--- config.mk ---
export PLATFORM = sky130hd
export DESIGN_NAME = apb_multi_slave_fabric
export DESIGN_NICKNAME = d
export VERILOG_FILES = /design/src/rtl/apb_multi_slave_fabric.sv
export SDC_FILE = /design/constraint.sdc
export NUM_CORES = 1
export LEC_CHECK = 0
export BUFFER_PORTS_ARGS = -buffer_cell sky130_fd_sc_hd__buf_2
export CAP_MARGIN = 20
export CELL_PAD_IN_SITES_DETAIL_PLACEMENT = 1
export CELL_PAD_IN_SITES_GLOBAL_PLACEMENT = 1
export CORE_ASPECT_RATIO = 1.75
export CORE_MARGIN = 2
export CORE_UTILIZATION = 32
export CTS_CLUSTER_DIAMETER = 80
export DETAILED_ROUTE_END_ITERATION = 10
export PLACE_DENSITY = 0.78
export SLEW_MARGIN = 20
export SYNTH_ARGS = -nofsm -noshare
export SYNTH_HDL_FRONTEND = slang
export SYNTH_SLANG_ARGS = --single-unit
--- constraint.sdc ---
create_clock -name pclk -period 2.2 [get_ports pclk]
set_input_delay 0.22 -clock pclk [delete_from_list [all_inputs] [get_ports pclk]]
set_output_delay 0.22 -clock pclk [all_outputs]
set_load 0.1 [all_outputs]
--- src/rtl/apb_multi_slave_fabric.sv ---
// APB4 one-to-N fabric: decodes the upstream address into a one-hot slave select,
// replays SETUP/ACCESS downstream with a time-out, and returns one RESP cycle upstream.
module apb_multi_slave_fabric #(
  parameter int                    ADDR_WIDTH     = 32,
  parameter int                    DATA_WIDTH     = 32,
  parameter int                    NUM_SLAVES     = 4,
  parameter logic [ADDR_WIDTH-1:0] BASE_ADDR      = 'h4000_0000,
  parameter int                    SLV_ADDR_BITS  = 12,
  parameter int                    TIMEOUT_CYCLES = 16
) (
  input  logic                             pclk,
  input  logic                             presetn,
  input  logic                             s_psel,
  input  logic                             s_penable,
  input  logic                             s_pwrite,
  input  logic [ADDR_WIDTH-1:0]            s_paddr,
  input  logic [DATA_WIDTH-1:0]            s_pwdata,
  input  logic [DATA_WIDTH/8-1:0]          s_pstrb,
  input  logic [2:0]                       s_pprot,
  output logic                             s_pready,
  output logic [DATA_WIDTH-1:0]            s_prdata,
  output logic                             s_pslverr,
  output logic [NUM_SLAVES-1:0]            m_psel,
  output logic                             m_penable,
  output logic                             m_pwrite,
  output logic [ADDR_WIDTH-1:0]            m_paddr,
  output logic [DATA_WIDTH-1:0]            m_pwdata,
  output logic [DATA_WIDTH/8-1:0]          m_pstrb,
  output logic [2:0]                       m_pprot,
  input  logic [NUM_SLAVES-1:0]            m_pready,
  input  logic [NUM_SLAVES-1:0]            m_pslverr,
  input  logic [NUM_SLAVES*DATA_WIDTH-1:0] m_prdata,
  output logic                             timeout_evt,
  output logic                             decode_err_evt
);

  localparam int STRB_W = DATA_WIDTH / 8;
  localparam int IDX_W  = (NUM_SLAVES > 1) ? $clog2(NUM_SLAVES) : 1;
  localparam int CNT_W  = $clog2(TIMEOUT_CYCLES) + 1;
  localparam logic [ADDR_WIDTH-1:0] OFF_MASK =
    (ADDR_WIDTH'(1) << SLV_ADDR_BITS) - ADDR_WIDTH'(1);

  typedef enum logic [1:0] {IDLE, M_SETUP, M_ACCESS, RESP} state_t;

  state_t                  r_state, w_nxt;
  logic [IDX_W-1:0]        r_idx, w_idx_sel;
  logic [CNT_W-1:0]        r_cnt;
  logic [NUM_SLAVES-1:0]   r_m_psel;
  logic                    r_m_penable, r_m_pwrite;
  logic [ADDR_WIDTH-1:0]   r_m_paddr;
  logic [DATA_WIDTH-1:0]   r_m_pwdata, r_rdata;
  logic [STRB_W-1:0]       r_m_pstrb;
  logic [2:0]              r_m_pprot;
  logic                    r_s_pready, r_s_pslverr, r_timeout_evt, r_dec_evt;

  logic [ADDR_WIDTH-1:0]   w_off, w_idx_full;
  logic                    w_setup, w_hit, w_timeout_hit;
  logic                    w_sel_ready, w_sel_err;
  logic [DATA_WIDTH-1:0]   w_sel_rdata;
  logic                    w_nxt_err, w_abort, w_miss, w_rd_load;

  // Decode works on the live upstream address; it is only consumed in IDLE.
  assign w_setup    = s_psel & ~s_penable;
  assign w_off      = s_paddr - BASE_ADDR;
  assign w_idx_full = w_off >> SLV_ADDR_BITS;
  assign w_hit      = (s_paddr >= BASE_ADDR) && (w_idx_full < ADDR_WIDTH'(NUM_SLAVES));
  assign w_idx_sel  = (r_state == IDLE) ? w_idx_full[IDX_W-1:0] : r_idx;

  // Only the latched target's response is ever observed.
  assign w_sel_ready   = m_pready[r_idx];
  assign w_sel_err     = m_pslverr[r_idx];
  assign w_sel_rdata   = m_prdata[r_idx*DATA_WIDTH +: DATA_WIDTH];
  assign w_timeout_hit = (r_cnt == CNT_W'(TIMEOUT_CYCLES - 1));

  always_comb begin
    w_nxt     = r_state;
    w_nxt_err = 1'b0;
    w_abort   = 1'b0;
    w_miss    = 1'b0;
    w_rd_load = 1'b0;
    case (r_state)
      IDLE: begin
        if (w_setup) begin
          if (w_hit) begin
            w_nxt = M_SETUP;
          end else begin
            w_nxt     = RESP;
            w_nxt_err = 1'b1;
            w_miss    = 1'b1;
          end
        end
      end
      M_SETUP: w_nxt = M_ACCESS;
      M_ACCESS: begin
        // A ready on the limit cycle still counts as a normal completion.
        if (w_sel_ready) begin
          w_nxt     = RESP;
          w_nxt_err = w_sel_err;
          w_rd_load = ~r_m_pwrite & ~w_sel_err;
        end else if (w_timeout_hit) begin
          w_nxt     = RESP;
          w_nxt_err = 1'b1;
          w_abort   = 1'b1;
        end
      end
      RESP:    w_nxt = IDLE;
      default: w_nxt = IDLE;
    endcase
  end

  always_ff @(posedge pclk or negedge presetn) begin
    if (!presetn) begin
      r_state       <= IDLE;
      r_idx         <= '0;
      r_cnt         <= '0;
      r_m_psel      <= '0;
      r_m_penable   <= 1'b0;
      r_m_pwrite    <= 1'b0;
      r_m_paddr     <= '0;
      r_m_pwdata    <= '0;
      r_m_pstrb     <= '0;
      r_m_pprot     <= '0;
      r_rdata       <= '0;
      r_s_pready    <= 1'b0;
      r_s_pslverr   <= 1'b0;
      r_timeout_evt <= 1'b0;
      r_dec_evt     <= 1'b0;
    end else begin
      r_state <= w_nxt;
      if (r_state == IDLE && w_setup) begin
        r_idx      <= w_idx_full[IDX_W-1:0];
        r_m_paddr  <= w_off & OFF_MASK;
        r_m_pwrite <= s_pwrite;
        r_m_pwdata <= s_pwdata;
        r_m_pstrb  <= s_pwrite ? s_pstrb : '0;
        r_m_pprot  <= s_pprot;
      end
      // Control outputs are registered from the next state so they line up with it.
      r_m_psel      <= (w_nxt == M_SETUP || w_nxt == M_ACCESS) ?
                       (NUM_SLAVES'(1) << w_idx_sel) : '0;
      r_m_penable   <= (w_nxt == M_ACCESS);
      r_cnt         <= (r_state == M_ACCESS && w_nxt == M_ACCESS) ? r_cnt + CNT_W'(1) : '0;
      r_s_pready    <= (w_nxt == RESP);
      r_s_pslverr   <= w_nxt_err;
      r_timeout_evt <= w_abort;
      r_dec_evt     <= w_miss;
      if (w_rd_load) r_rdata <= w_sel_rdata;
    end
  end

  assign s_pready       = r_s_pready;
  assign s_pslverr      = r_s_pslverr;
  assign s_prdata       = r_rdata;
  assign m_psel         = r_m_psel;
  assign m_penable      = r_m_penable;
  assign m_pwrite       = r_m_pwrite;
  assign m_paddr        = r_m_paddr;
  assign m_pwdata       = r_m_pwdata;
  assign m_pstrb        = r_m_pstrb;
  assign m_pprot        = r_m_pprot;
  assign timeout_evt    = r_timeout_evt;
  assign decode_err_evt = r_dec_evt;

endmodule

# After elaboration in Yosys (flattened, before gate mapping)

Index checks and enable logic that the tools add are counted.

Register bits after elaboration: 102
Output and inout bits: 113
Word-level logic and storage cells: 62

Add/sub/neg operators: 2
Order comparisons: 3
Equal/unequal tests: 7
Shift-type cells: 2
Muxes and demuxes: 23
Bitwise operators: 5
Reductions and logical operators: 5

Operators with widths:

| kind                                                                                   | count |
|---|---|
| 128-bit by 8-bit variable part select with 32-bit output                               | 1 |
| 32-bit by 31-bit greater-or-equal comparator with 1-bit output (second input constant) | 1 |
| 32-bit by 31-bit subtractor with 32-bit output (second input constant)                 | 1 |
| 20-bit by 3-bit < comparator with 1-bit output (second input constant)                 | 1 |
| 1-bit 2-to-1 mux                                                                       | 11 |
| 2-bit 2-to-1 mux                                                                       | 5 |
| 2-bit == test (second input constant)                                                  | 4 |
| 4-bit 2-to-1 mux                                                                       | 2 |
| 2-bit one-hot mux with 4 select lines                                                  | 1 |
| 5-bit by 1-bit adder with 5-bit output (second input constant)                         | 1 |
| 5-bit by 4-bit == test with 1-bit output (second input constant)                       | 1 |
| 5-bit 2-to-1 mux                                                                       | 1 |
| 1-bit binary-select mux with 2-bit select                                              | 2 |
| 2-bit by 1-bit == test with 1-bit output (second input constant)                       | 2 |
| 1-bit by 2-bit left shift with 4-bit output (first input constant)                     | 1 |
| 1-bit logical AND                                                                      | 3 |
| 2-bit by 3-bit < comparator with 1-bit output (second input constant)                  | 1 |
| 1-bit inverter                                                                         | 3 |
| 1-bit AND                                                                              | 2 |
| 2-bit zero test                                                                        | 1 |
| 1-bit one-hot mux with 2 select lines                                                  | 1 |
| 1-bit logical OR                                                                       | 1 |

# Longest topological paths before layout

Depth in word-level cells: 9
Depth in mapped cells: 9
Depth with buffers taken out: 8

# Worst setup path before layout

Ideal clock, no wire load.

Path kind: register to register
From: register r_state[0]
To: register r_m_psel[3] (netlist: m_psel[3])
Arrival: 1.804 ns
Data required time: 2.123 ns
Path slack: 0.319 ns
Cell stages (with the launch flop): 9
Path buffers: 1
Path through: dfrtp_1 -> inv_1 -> ha_1 -> nand2_1 -> clkbuf_1 -> o21bai_1 -> nand2_1 -> ha_1 -> a21oi_1

Elaborated cells between the ends (all ways): 14
Those cells by class: eq/ne (5); shift (1); mux (6); reduce/logical (2)

RTL lines:

| element                                                                   | line | RTL |
|---|---|---|
| from (decl)                                                               | 45   | `state_t r_state, w_nxt;` |
| from (signal assigned)                                                    | 129  | `r_state <= w_nxt;` |
| 2-bit == test (tied with other cells)                                     | 81   | `case (r_state)` |
| 2-bit one-hot mux with 4 select lines *                                   | 81   |  |
| named net w_nxt[1]                                                        | 45   |  |
| 2-bit by 1-bit == test with 1-bit output or 2-bit == test (tied branches) | 139  | `r_m_psel <= (w_nxt == M_SETUP \|\| w_nxt == M_ACCESS) ?` |
| 1-bit logical OR *                                                        | 139  |  |
| 4-bit 2-to-1 mux *                                                        | 139  |  |
| to (signal assigned)                                                      | 139  |  |
| to (decl)                                                                 | 48   | `logic [NUM_SLAVES-1:0] r_m_psel;` |

Mark *: on every way through the listed nets, which the timed path passes. The rest lies on a longest branch.
A chain may end at the register's enable or synchronous reset.

# Worst setup path in the final report

From: register r_cnt[0]
To: register r_cnt[3]

Word-level cells in the longest chain between the ends: 7
Elaborated cells between the ends (all ways): 8
Those cells by class: add/sub (1); eq/ne (2); mux (4); reduce/logical (1)

RTL lines:

| element                                  | line | RTL |
|---|---|---|
| from (decl)                              | 47   | `logic [CNT_W-1:0] r_cnt;` |
| from (signal assigned)                   | 142  | `r_cnt <= (r_state == M_ACCESS && w_nxt == M_ACCESS) ? r_cnt + CNT_W'(1) : '0;` |
| 5-bit by 4-bit == test with 1-bit output | 73   | `assign w_timeout_hit = (r_cnt == CNT_W'(TIMEOUT_CYCLES - 1));` |
| 2-bit 2-to-1 mux                         | 100  | `end else if (w_timeout_hit) begin` |
| 2-bit 2-to-1 mux                         | 96   | `if (w_sel_ready) begin` |
| 2-bit one-hot mux with 4 select lines    | 81   |  |
| 2-bit == test                            | 142  |  |
| 1-bit logical AND                        | 142  |  |
| 5-bit 2-to-1 mux *                       | 142  |  |

Mark *: on every way between the ends. The rest lies on a longest branch, timed or not.

==> summary.md <==
| Metric | Value |
|---|---|
| Synth Cell Area | `about 0.0049 mm²` |
| Most Frequent Cell on Critical Path | `ha_1` |
| Crit start category | `register` |
| Hold/Removal Path Class | `primary input to register` |
| Synth top area share | `between 50% and 60%` |
| Slew Limit Fails | `0` |
| Yosys cell types | `33` |
| Remaining routing DRC violations | `0` |
| Count leader, synth | `dfrtp_1` |
| FF/Latch Area | `~0.0026 mm²` |
| Max-Cap Viols | `0` |
| Layout area overhead | `41.0%` |
| Mapped Cells | `327` |
| I/O pins | `325` |
| Final setup vio count | `0` |
| Crit path DAT | `2260 ps` |
| TritonCTS Buffers | `9` |
| DR pass1 iterations | `4` |
| Max incr delay on CP | `410 ps` |
| Unrepaired setup endpoints after global routing | `no` |
| GRT Resource Usage Total | `between 10% and 20%` |
| Layout net count | `849` |
| Layout cells sized above 1 | `a little over two thirds` |
| # fillers | `1658` |
| Crit-path leading delay family | `adder cells` |
| Worst-Margin Slew | `521 ps` |
| Die area | `0.0163 mm²` |
| Slowest-stage cell, CP | `dfrtp_1` |
| Row count | `59` |
| Starting Density | `32.8%` |
| H-tree levels | `3` |
| Detailed placer's ending HPWL | `12000 µm` |
| Final worst setup slack | `192 ps` |
| CTS Sinks | `roughly 100` |
| Largest net degree at the start of global routing | `between 60 and 70` |
| Core area | `around 0.015 mm²` |
| Congestion Overflow GR | `0` |
| Final ANT Viol Nets | `0` |
| Hold Slack | `108 ps` |
| Syn Area/Cell | `14.9 µm²` |
| First-pass GRT wire length | `22700 µm` |
| # port buffers | `304` |
| GRT met1 Usage | `17.5%` |
| Data required, critical path | `2450 ps` |
| CP Buf/Inv Count | `0` |
| EDFF count, synth | `0` |
| CTS clock-pin slew for the worst setup and hold paths | `70 ps` |
| Hold Fails Final Rpt | `0` |
| GPL Wtd Cong | `0.812` |
| Dpl ws | `249 ps` |
| Final cycle utilization of the critical path | `91.3%` |
| Most used DFF post-synth | `dfrtp_1` |
| Initial drt markers | `105` |
| Synth area leaders | `dfrtp_1, mux2_2, mux4_2` |
| Warnings from Yosys | `0` |
| Asr flop ratio synth | `100%` |
| Antenna violations before repair | `3` |
| Crit. End Element | `register` |
| Routed WL per cell | `between 15 and 20 µm` |
| Chip Height | `167 µm` |
| Die W | `97.4 µm` |
| GRT met2 Usage | `34.0%` |
| Worst R2R Setup Slack | `190 ps` |
| CTS root buf | `clkbuf_16` |
| Routed WL | `between 10000 and 15000 µm` |
| Leading area contributor after synthesis | `dfrtp_1` |
| Number of global-route vias before repair | `approximately 4.5k` |
| Via count | `3956` |
| Peak Freq | `498 MHz` |
| Post-layout minimum cycle time | `2010 ps` |
| Seq cells post-synth | `102` |
| CP Class | `register to register` |
| Vias per inst | `4.82` |
| Clock Skew | `11.9 ps` |
| Status | `finished clean` |
| Worst-path cell chain | `ha_1 -> and3_1 -> ha_1 -> o31ai_2 -> o21a_1 -> ha_1 -> nand2_1 -> nor2_1` |
| Synth top cells by count | `dfrtp_1, mux2_2, mux4_2` |
| Met3 Usage GRT | `between 6 and 7%` |
| Setup_tns | `0 ps` |
| Gr busiest metal | `met2` |
| Worst relative slew slack | `65.5%` |
| CTS tree | `done` |
| Multi-input gate area | `around 0.0021 mm²` |
| Worst-path fanout max | `4` |
| Clk_lat worst skew | `340 ps` |
| Sequential area share after synthesis | `a little over half` |
| CTS max path bufs | `2` |
[sequential cells by signal, summed over array words and instances, names as in the netlist, 2 cells and up]
signal    cells
m_pwdata     32
r_idx         2
m_pstrb       4
m_psel        4
r_state       2
m_pprot       3
s_prdata     32
m_paddr      12
r_cnt         5
[final timing paths]
check,start,end,cells after the start
setup / recovery,r_cnt[0],r_cnt[3],8
setup reg to reg,r_cnt[0],r_cnt[3],8
max in group asynchronous,presetn,s_prdata[19],3
hold reg to reg,m_pstrb[1],m_pstrb[1],2
hold / removal,s_pwdata[12],m_pwdata[12],2
min in group asynchronous,presetn,m_pwrite,2
[repair_timing]
| action | in CTS | in global routing |
|---|---|---|
| resized for setup | 0 | 1 |
| endpoints found under the hold margin | 22 | 0 |
| setup buffers | 0 | 0 |
| hold buffers | 1 | 0 |
| endpoints found under the setup margin | 0 | 1 |
[layer usage]
layer  wire length (µm)  vias to the layer above
li1                   -                     1765
met4                197                        2
met3               1330                       13
met1               4930                     1965
met2               8140                      211
met5                 13                        -
[worst reg2reg max path, cell delays in order, from the launching register on]
cell and delay, ps:
dfrtp_1 410, ha_1 240, and3_1 190, ha_1 200, o31ai_2 220, o21a_1 170, ha_1 200, nand2_1 120
nor2_1 170
[layout by cell type, fill, tap and decap left out, types with 6 or more instances in the layout]
cell,Yosys,routed
ha_1,6,6
mux2_2,77,77
nand2_1,16,15
conb_1,1,20
inv_1,7,7
mux4_2,34,34
dfrtp_1,102,100
clkbuf_16,0,9
o21ai_0,9,9
buf_2,4,303
nor2_1,9,9
[stage by stage]
step	std cells	cell area [µm²]	utilization [%]
2_1_floorplan	346	4960	-
3_3_place_gp	802	6570	44.1
3_5_place_dp	802	6570	44.1
4_1_cts	819	6880	46.1
5_1_grt	819	6890	46.2
6_report	821	6890	46.2
[cell type report]
cell class	instances	share of cell area, %
tap	183	3.32
inverter	7	0.381
antenna	2	0.0726
multi-input combinational	199	31.1
clock inverter	6	0.999
timing repair buffer	312	23.8
clock buffer	10	3.32
sequential	102	37.1
[cells by family after synthesis]
family,Yosys count,synth area share [%]
AND/OR/NAND/NOR,40,4.12
adder cells (fa/ha/maj),6,1.54
multiplexers,114,34.1
XOR/XNOR,2,0.359
AO/OA/AOI/OAI,17,2.00
other,1,0.0768
buffers and inverters,45,5.56
flip-flops,102,52.2
Power is left out: the tool's default activity adds up to more than one toggle a clock period on the data nets, which glitch-free logic cannot reach.
